$ cat src/rtl/instruction_memory_if.sv
// Fetch/load bus between the pc stage, debug loader and the instruction memory.
// Signal names keep the memory-side i_/o_ view so both ends share one vocabulary.
interface instruction_memory_if #(
  parameter int BYTE_SIZE = 8,
  parameter int WORD_SIZE = 32,
  parameter int PC_SIZE   = 32
);
  logic                 i_clear;
  logic                 i_wr_en;
  logic [BYTE_SIZE-1:0] i_data;
  logic [PC_SIZE-1:0]   i_pc;
  logic [WORD_SIZE-1:0] o_instruction;
  logic                 o_full;
  logic                 o_empty;

  modport master (
    output i_clear, i_wr_en, i_data, i_pc,
    input  o_instruction, o_full, o_empty
  );

  modport slave (
    input  i_clear, i_wr_en, i_data, i_pc,
    output o_instruction, o_full, o_empty
  );
endinterface

$ cat src/rtl/instruction_memory.sv
// Word-organised instruction store: byte-serial big-endian program load,
// combinational fetch by byte PC, fill-level flags and full program clear.
module instruction_memory #(
  parameter int WORD_SIZE         = 32,
  parameter int BYTE_SIZE         = 8,
  parameter int MEM_SIZE_IN_WORDS = 64,
  parameter int PC_SIZE           = 32
) (
  input  logic                  i_clk,
  input  logic                  i_reset,
  instruction_memory_if.slave   bus
);

  localparam int IDX_W = $clog2(MEM_SIZE_IN_WORDS);
  localparam int PTR_W = IDX_W + 1;
  localparam logic [PTR_W-1:0]     PTR_FULL  = PTR_W'(MEM_SIZE_IN_WORDS);
  localparam logic [PC_SIZE-3:0]   IDX_LIMIT = (PC_SIZE-2)'(MEM_SIZE_IN_WORDS);

  logic [WORD_SIZE-1:0] mem [MEM_SIZE_IN_WORDS];
  logic [1:0]           byte_cnt;
  logic [PTR_W-1:0]     word_ptr;
  logic [WORD_SIZE-1:0] asm_word;

  logic                 full;
  logic                 load_accept;
  logic [PC_SIZE-3:0]   pc_word_idx;
  logic                 unused_bits;

  assign full        = (word_ptr == PTR_FULL);
  assign load_accept = bus.i_wr_en && !full;

  // NOTE: the whole array is cleared on reset/clear because unloaded words must
  // read as NOP; this forces flops rather than a RAM macro, which is intended here.
  always_ff @(posedge i_clk) begin
    if (i_reset || bus.i_clear) begin
      for (int i = 0; i < MEM_SIZE_IN_WORDS; i++) begin
        mem[i] <= '0;
      end
      byte_cnt <= '0;
      word_ptr <= '0;
      asm_word <= '0;
    end else if (load_accept) begin
      // NOTE: sequential state uses non-blocking assignments so every register
      // samples pre-edge values; the 4th-byte commit relies on the old asm_word.
      case (byte_cnt)
        2'd0: asm_word[WORD_SIZE-1 -: BYTE_SIZE]             <= bus.i_data;
        2'd1: asm_word[WORD_SIZE-BYTE_SIZE-1 -: BYTE_SIZE]   <= bus.i_data;
        2'd2: asm_word[WORD_SIZE-2*BYTE_SIZE-1 -: BYTE_SIZE] <= bus.i_data;
        default: begin
          asm_word[BYTE_SIZE-1:0]         <= bus.i_data;
          mem[word_ptr[IDX_W-1:0]]        <= {asm_word[WORD_SIZE-1:BYTE_SIZE], bus.i_data};
          word_ptr                        <= word_ptr + 1'b1;
        end
      endcase
      byte_cnt <= byte_cnt + 2'd1;
    end
  end

  // Fetch ignores the byte offset; out-of-range words return NOP instead of X.
  assign pc_word_idx = bus.i_pc[PC_SIZE-1:2];

  // NOTE: the else branch gives o_instruction a value on every path, so the
  // combinational read cannot infer a latch.
  always_comb begin
    if (pc_word_idx < IDX_LIMIT) begin
      bus.o_instruction = mem[pc_word_idx[IDX_W-1:0]];
    end else begin
      bus.o_instruction = '0;
    end
  end

  assign bus.o_full  = full;
  assign bus.o_empty = (word_ptr == '0) && (byte_cnt == 2'd0);

  // Byte offset of the PC and the low assembly byte are intentionally not read.
  assign unused_bits = ^{bus.i_pc[1:0], asm_word[BYTE_SIZE-1:0]};

endmodule

$ cat src/flat_wrapper.sv
// flat-port wrapper written by rule: the top's interface ports become plain ports
module instruction_memory_flat 
#(
  parameter int WORD_SIZE         = 32,
  parameter int BYTE_SIZE         = 8,
  parameter int MEM_SIZE_IN_WORDS = 64,
  parameter int PC_SIZE           = 32
)
  (i_clk, i_reset, bus_i_clear, bus_i_wr_en, bus_i_data, bus_i_pc, bus_o_instruction, bus_o_full, bus_o_empty);
  instruction_memory_if #(.BYTE_SIZE(BYTE_SIZE), .WORD_SIZE(WORD_SIZE), .PC_SIZE(PC_SIZE)) bus_i ();
  input  logic i_clk;
  input  logic i_reset;
  input wire logic [$bits(bus_i.i_clear)-1:0] bus_i_clear;
  input wire logic [$bits(bus_i.i_wr_en)-1:0] bus_i_wr_en;
  input wire logic [$bits(bus_i.i_data)-1:0] bus_i_data;
  input wire logic [$bits(bus_i.i_pc)-1:0] bus_i_pc;
  output wire logic [$bits(bus_i.o_instruction)-1:0] bus_o_instruction;
  output wire logic [$bits(bus_i.o_full)-1:0] bus_o_full;
  output wire logic [$bits(bus_i.o_empty)-1:0] bus_o_empty;
  assign bus_i.i_clear = bus_i_clear;
  assign bus_i.i_wr_en = bus_i_wr_en;
  assign bus_i.i_data = bus_i_data;
  assign bus_i.i_pc = bus_i_pc;
  assign bus_o_instruction = bus_i.o_instruction;
  assign bus_o_full = bus_i.o_full;
  assign bus_o_empty = bus_i.o_empty;
  instruction_memory #(.WORD_SIZE(WORD_SIZE), .BYTE_SIZE(BYTE_SIZE), .MEM_SIZE_IN_WORDS(MEM_SIZE_IN_WORDS), .PC_SIZE(PC_SIZE)) u_core (.i_clk(i_clk), .i_reset(i_reset), .bus(bus_i));
endmodule
$ cat config.mk
export PLATFORM = sky130hd
export DESIGN_NAME = instruction_memory_flat
export DESIGN_NICKNAME = d
export VERILOG_FILES = /design/src/rtl/instruction_memory_if.sv /design/src/rtl/instruction_memory.sv /design/src/flat_wrapper.sv
export SDC_FILE = /design/constraint.sdc
export NUM_CORES = 2
export LEC_CHECK = 0
export BUFFER_PORTS_ARGS = -buffer_cell sky130_fd_sc_hd__buf_2
export CORE_MARGIN = 4
export CORE_UTILIZATION = 40
export DETAILED_ROUTE_END_ITERATION = 7
export GPL_TIMING_DRIVEN = 0
export HOLD_SLACK_MARGIN = 0.03
export PLACE_DENSITY = 0.66
export SETUP_SLACK_MARGIN = 0.5
export SLEW_MARGIN = 20
export SYNTH_ARGS = -nofsm -noshare
export SYNTH_HDL_FRONTEND = slang
export SYNTH_SLANG_ARGS = --single-unit
$ cat constraint.sdc
create_clock -name i_clk -period 6.1 [get_ports i_clk]
set_clock_uncertainty 0.05 [all_clocks]
set_input_delay 1.22 -clock i_clk [delete_from_list [all_inputs] [get_ports i_clk]]
set_output_delay 1.22 -clock i_clk [all_outputs]
set_load 0.02 [all_outputs]
=== Word level (Yosys, flattened, before mapping) ===
Memory sizes are Yosys's and may differ from the RTL's.
Cells that the tools add are included.

* Flip-flop bits (word level): 33
* Bits in writable memories: 2048
* Bits of input ports: 44
* Output and inout bits: 34
* Word-level logic and storage cells: 35
* Memories: 1

{| class="wikitable"
|+ Memory list
! memory !! words !! bits a word !! rd ports !! clocked after Yosys merged registers in !! wr ports !! RTL line !! RTL
|-
| u_core.mem || 64 || 32 || 1 || 0 || 64 || instruction_memory.sv:19 || <nowiki>logic [WORD_SIZE-1:0] mem [MEM_SIZE_IN_WORDS];</nowiki>
|}

* $add $sub $neg: 2
* $lt $le $gt $ge: 1
* Equal/unequal tests: 3
* Muxes and demuxes: 10
* Bitwise operators: 1
* Reductions and logical operators: 12

{| class="wikitable"
|+ Operators with widths
! cell !! number
|-
| $mux 32 || 2
|-
| $reduce_or 32->1 || 1
|-
| $lt 30x7->1 const B || 1
|-
| $reduce_and 2->1 || 4
|-
| $add 7x1->7 const B || 1
|-
| $eq 7x7->1 const B || 1
|-
| $logic_not 7->1 || 1
|-
| $mux 1 || 7
|-
| $mux 6 || 1
|-
| $reduce_or 3->1 || 1
|-
| $add 2x1->2 const B || 1
|-
| $eq 2x1->1 const B || 1
|-
| $eq 2x2->1 const B || 1
|-
| $logic_and 1x1->1 || 2
|-
| $logic_not 2->1 || 1
|-
| $logic_not 1->1 || 1
|-
| $logic_or 1x1->1 || 1
|-
| $not 1->1 || 1
|}

=== Logic depth before layout (Yosys ltp) ===
* Depth in word-level cells: 8
* Depth in mapped cells: 11
* Gate-level depth less buffers: 7

=== Least setup slack after synthesis ===
Ideal clock, no wire load.

* Path kind: input port to flip-flop
* Start point: input bus_i_clear
* End point: memory u_core.mem[11][0], enable pin
* Setup time: 466 ps
* Arrival: 4751 ps
* Path slack: 833 ps
* Stages: 5
* Path buffers: 1
* Cell sequence: or3b_1 a311oi_2 nand3_2 buf_4 o21ai_0

{| class="wikitable"
|+ RTL lines
! what !! RTL line !! RTL
|-
| start, declared || flat_wrapper.sv:13 || <nowiki>input wire logic [$bits(bus_i.i_clear)-1:0] bus_i_clear;</nowiki>
|-
| end, declared || instruction_memory.sv:19 ||
|}

=== Worst setup path in the final report ===
* Start point: input bus_i_pc[3]
* End point: output bus_o_instruction[15]

* Cells in the longest elaborated chain, start to end: 2
* Elaborated cells between the ends (all ways): 3

{| class="wikitable"
|+ RTL lines
! what !! RTL line !! RTL
|-
| start, declared || flat_wrapper.sv:16 || <nowiki>input wire logic [$bits(bus_i.i_pc)-1:0] bus_i_pc;</nowiki>
|-
| $lt 30x7->1 or $mem_v2 64x32 (tied branches) || -- ||
|-
| $mux 32 (*) || instruction_memory.sv:65 || <nowiki>if (pc_word_idx < IDX_LIMIT) begin</nowiki>
|-
| end, declared || flat_wrapper.sv:17 || <nowiki>output wire logic [$bits(bus_i.o_instruction)-1:0] bus_o_instruction;</nowiki>
|}

Mark *: on every way between the ends. The rest lies on a longest branch, timed or not.

==> results.txt <==
The number of clock buffers added by TritonCTS is 213. The clock period minus final worst setup slack came out at just under 6 ns. The async set-reset flop share out of synthesis is 0%. Walking the worst path, the cells encountered are buf_4, buf_6, nor2_4, buf_2, buf_16, a221o_1, o211ai_1, nand3_1, nand4_1, buf_2. The final wirelength came out at around 450000 um. The level count of the clock H-tree is 4. In this run the worst setup path begins at bus_i_pc[3]. The total power density per cell area is roughly 290 nW/um^2.

The maximum ir drop on the vdd rail came out at approximately 320 uV. The number of unique standard cell types used by synthesis came out at just under 80. The total standard cell area after synthesis is between 90000 and 100000 um^2. The final setup violation count came out at 0. Registers take ~62000 um^2. The root cell of the clock tree is clkbuf_16. The detailed router placed roughly 65k vias in this run.

The path depth of the worst reg2reg path came out at 8. 78 I/O pins were placed. The main flop type after synthesis is edfxtp_1. The number of max-cap violations is 0. The synthesized instance count is just over 6k. The total leakage power is between 40 and 50 nW. The total iterations of the first detailed-routing run is 8. The number of global-route vias before repair is about 60k. Static timing analysis puts the maximum clock frequency at about 170 MHz. The yosys synthesis warning count came out at 0. At the end of routability-driven placement, the weighted congestion stood at about 1.0. The maximum root-to-sink buffer count came out at 3. The count of standard-cell rows is between 150 and 200. The slew at the pin closest to its max-slew limit came out at between 1 and 1.5 ns. The number of routed nets with antenna violations came out at 0.

The die footprint came out at about 250000 um^2. The min-delay analysis places its worst path in the category flop to flop. The most common cell type on the critical path is buf_2. The total design power came out at approximately 33 mW. Leaving out fill and tap cells, the most frequent cells in the layout are and2_1, edfxtp_1, mux4_2. During placement, the flow inserted port buffers numbering 63.

The count of clock tree sinks is ~2.1k. Dividing the detail-routed wire length by the instance count gives roughly 45 um. The worst setup path is launched from an input pin. Once detailed placement completed, the half-perimeter wirelength came to between 300000 and 400000 um.

The hold violation count in the final report is 0. The worst-case headroom to the max-slew limit came out at between 10% and 20%. The flow ran to the end, and the final reports show no timing, DRC or antenna violations. Yosys mapped a number of flops with a built-in enable equal to between 2k and 2.5k.

TritonCTS built the clock tree. The final period utilization is 96.48%. The worst register-to-register path ends at u_core.mem[47][24]. For this run, the total global-route usage over all layers was measured as between 30 and 40%. The area of the core came out at 235900 um^2. The synthesis-to-layout area growth came out at 18.98%. Measured along the y axis, the die boundary spans about 500 um. The largest fanout of any net on the critical path is 10. The maximum cell stage delay along the critical path came out at slightly above 0.7 ns. Hold is met by around 0.54 ns. The wire length of the first global-routing pass came out at 581000 um.

The starting density of the core came out at between 40% and 50%. The critical path is of the input pin to output port type. The proportion of layout cells with a drive suffix above 1 is ~22%. For this block, the initial DRC count from the detailed router was roughly 13k. The flip-flop and latch count after synthesis came out at roughly 2.1k.

The insertion delay to the later sink of the worst-skew pair came out at slightly above 0.9 ns. The final net count came out at around 6.6k. The multi-input combinational cells in the finished layout cover a total of 31460 um^2.

The layer flagged by global routing as most heavily used is met2. The number of antenna violations at the first check in global routing is 77. Summed over all layers, the global routing overflow is 0. STA puts the critical path data arrival time at 4.62 ns.

Hold repair after CTS inserted 0 buffers. The register area share after synthesis is 65.34%. Setup repair after global routing could not meet its margin everywhere. The post-route DRC violation count is 0. The average instance in the mapped netlist occupies 15.52 um^2. The startpoint identified for the worst register-to-register timing path is u_core.byte_cnt[0]. The most frequent standard cell in the layout excluding fill and tap cells is and2_1. The synthesized netlist net count came out at ~6.2k. The total of fill cells in the finished design is 19.85k.

In the global route stage, met3 resource usage came out at 17.26%. The setup slack of the most critical reg-to-reg path is between 1 and 1.5 ns. The maximum number of pins on one net before global-route repair came out at 33. The cell with the biggest individual delay on the critical path is nor2_4. In the routed layout, each cell is associated on average with a via count of between 6 and 7. For this run, global-route usage on met1 was measured as a little over two fifths. The clock transition at the register clock pins on the worst setup and hold paths after CTS is ~0.060 ns. The element type at the critical path end is an output port.

The end of the critical path is bus_o_instruction[15]. The worst path required time is ~4.8 ns. The max-slew violation count came out at 0. The die boundary width is 495.7 um.

Global routing used ~50% of the available met2 tracks.
-- worst min-delay path by stage --
stage | start | end | slack, ns | cells after the start
after floorplan | u_core.byte_cnt[0] | u_core.byte_cnt[0] | 0.49 | 2
after global placement | u_core.byte_cnt[0] | u_core.byte_cnt[0] | 0.53 | 2
after detailed placement | u_core.byte_cnt[0] | u_core.byte_cnt[0] | 0.53 | 2
after CTS | u_core.byte_cnt[0] | u_core.byte_cnt[0] | 0.54 | 2
after global routing | u_core.byte_cnt[0] | u_core.byte_cnt[0] | 0.57 | 2
final | u_core.byte_cnt[0] | u_core.byte_cnt[0] | 0.54 | 2
-- power by group --
| group | switching (mW) | internal [mW] |
|---|---|---|
| clock | 5.88 | 7.00 |
| sequential | 0.208 | 16.3 |
| combinational | 2.25 | 1.13 |
-- state kept, by name (all words and copies together) (netlist names) --
| signal | flops |
|---|---|
| u_core.asm_word | 24 |
| u_core.word_ptr | 7 |
| u_core.mem | 2048 |
| u_core.byte_cnt | 2 |
-- synth_stat cells (5+ instances only) --
cell type     n  area [um^2]
or2_2        12        75.07
o2111a_1      5        56.30
inv_1         5        18.77
clkbuf_2     33        165.2
buf_4        20        150.1
nand3_1      44        220.2
dfxtp_1      33        660.6
mux2_2       26        292.8
mux2i_1     154         1541
a221o_1       8        80.08
buf_2        61        305.3
a22o_1        5        43.79
a31oi_1       5        31.28
a211oi_1      6        45.04
o21ai_0      85        425.4
ha_1          6        75.07
a21oi_1      65        325.3
nor2b_1      15        93.84
and2_1     2051        12830
a22oi_1      37        277.8
nand2_1      84        315.3
nand2b_1     18        112.6
and3_1        7        43.79
nor3_1        7        35.03
buf_1        15        56.30
clkbuf_1    469         1760
edfxtp_1   2048        61500
buf_8        18        270.3
nor2_4       10        112.6
mux4_2      497        11190
o31ai_1       6        45.04
nor2_1       91        341.6
o22ai_1      28        175.2
buf_6        19        214.0
nor4_1        9        56.30
a221oi_1     51        446.7
-- cell families after synthesis --
family          after synthesis  share of synthesized area [%]
xor+xnor                      7                        0.06445
fa+ha+maj                     6                        0.07892
simple gates               2371                          15.14
compound gates              340                          2.424
flops                      2081                          65.34
mux                         681                          13.81
buf+inv                     644                          3.141
-- critical path: cells and delay by family --
| family | cells | cell delay, ns |
|---|---|---|
| buffers and inverters | 5 | 1.55 |
| and+or+nand+nor | 3 | 1.32 |
| AOI/OAI and AO/OA | 2 | 0.42 |
-- cell type report --
class	instances	share of cell area, %
Antenna cell	61	0.1349
Buffer	637	3.428
Clock buffer	257	4.893
Clock inverter	129	0.9386
Inverter	7	0.02764
Multi-Input combinational cell	3405	27.79
Sequential cell	2081	54.92
Tap cell	3150	3.482
Timing Repair Buffer	253	4.381
-- what timing repair did --
action                                  CTS  global route
setup buffers                             7             7
cloned                                    0             0
endpoints found under the setup margin   32            26
pin swaps                                12             4
resized for setup                       334            41
-- per-layer routing --
layer | wire [um] | vias to the layer above
met5 | 287 | -
met2 | 184500 | 6226
met3 | 73310 | 1452
met1 | 149000 | 33250
met4 | 44340 | 44
li1 | - | 23650
-- metrics by stage --
| step | setup TNS [ns] | utilization (%) | std cells | cell area, um^2 | setup WS [ns] |
|---|---|---|---|---|---|
| floorplan | 0 | - | 6130 | 95130 | 0.8329 |
| global placement | -5991.42 | 42.14 | 9343 | 99380 | -3.738 |
| detailed placement | -39.66 | 44.40 | 9519 | 104700 | -1.767 |
| CTS | 0 | 47.83 | 9912 | 112800 | 0.3619 |
| global route | 0 | 47.93 | 9924 | 113000 | 0.4066 |
| finish | 0 | 47.99 | 9980 | 113200 | 0.2148 |
No activity file was read; power rests on OpenSTA's default activity.
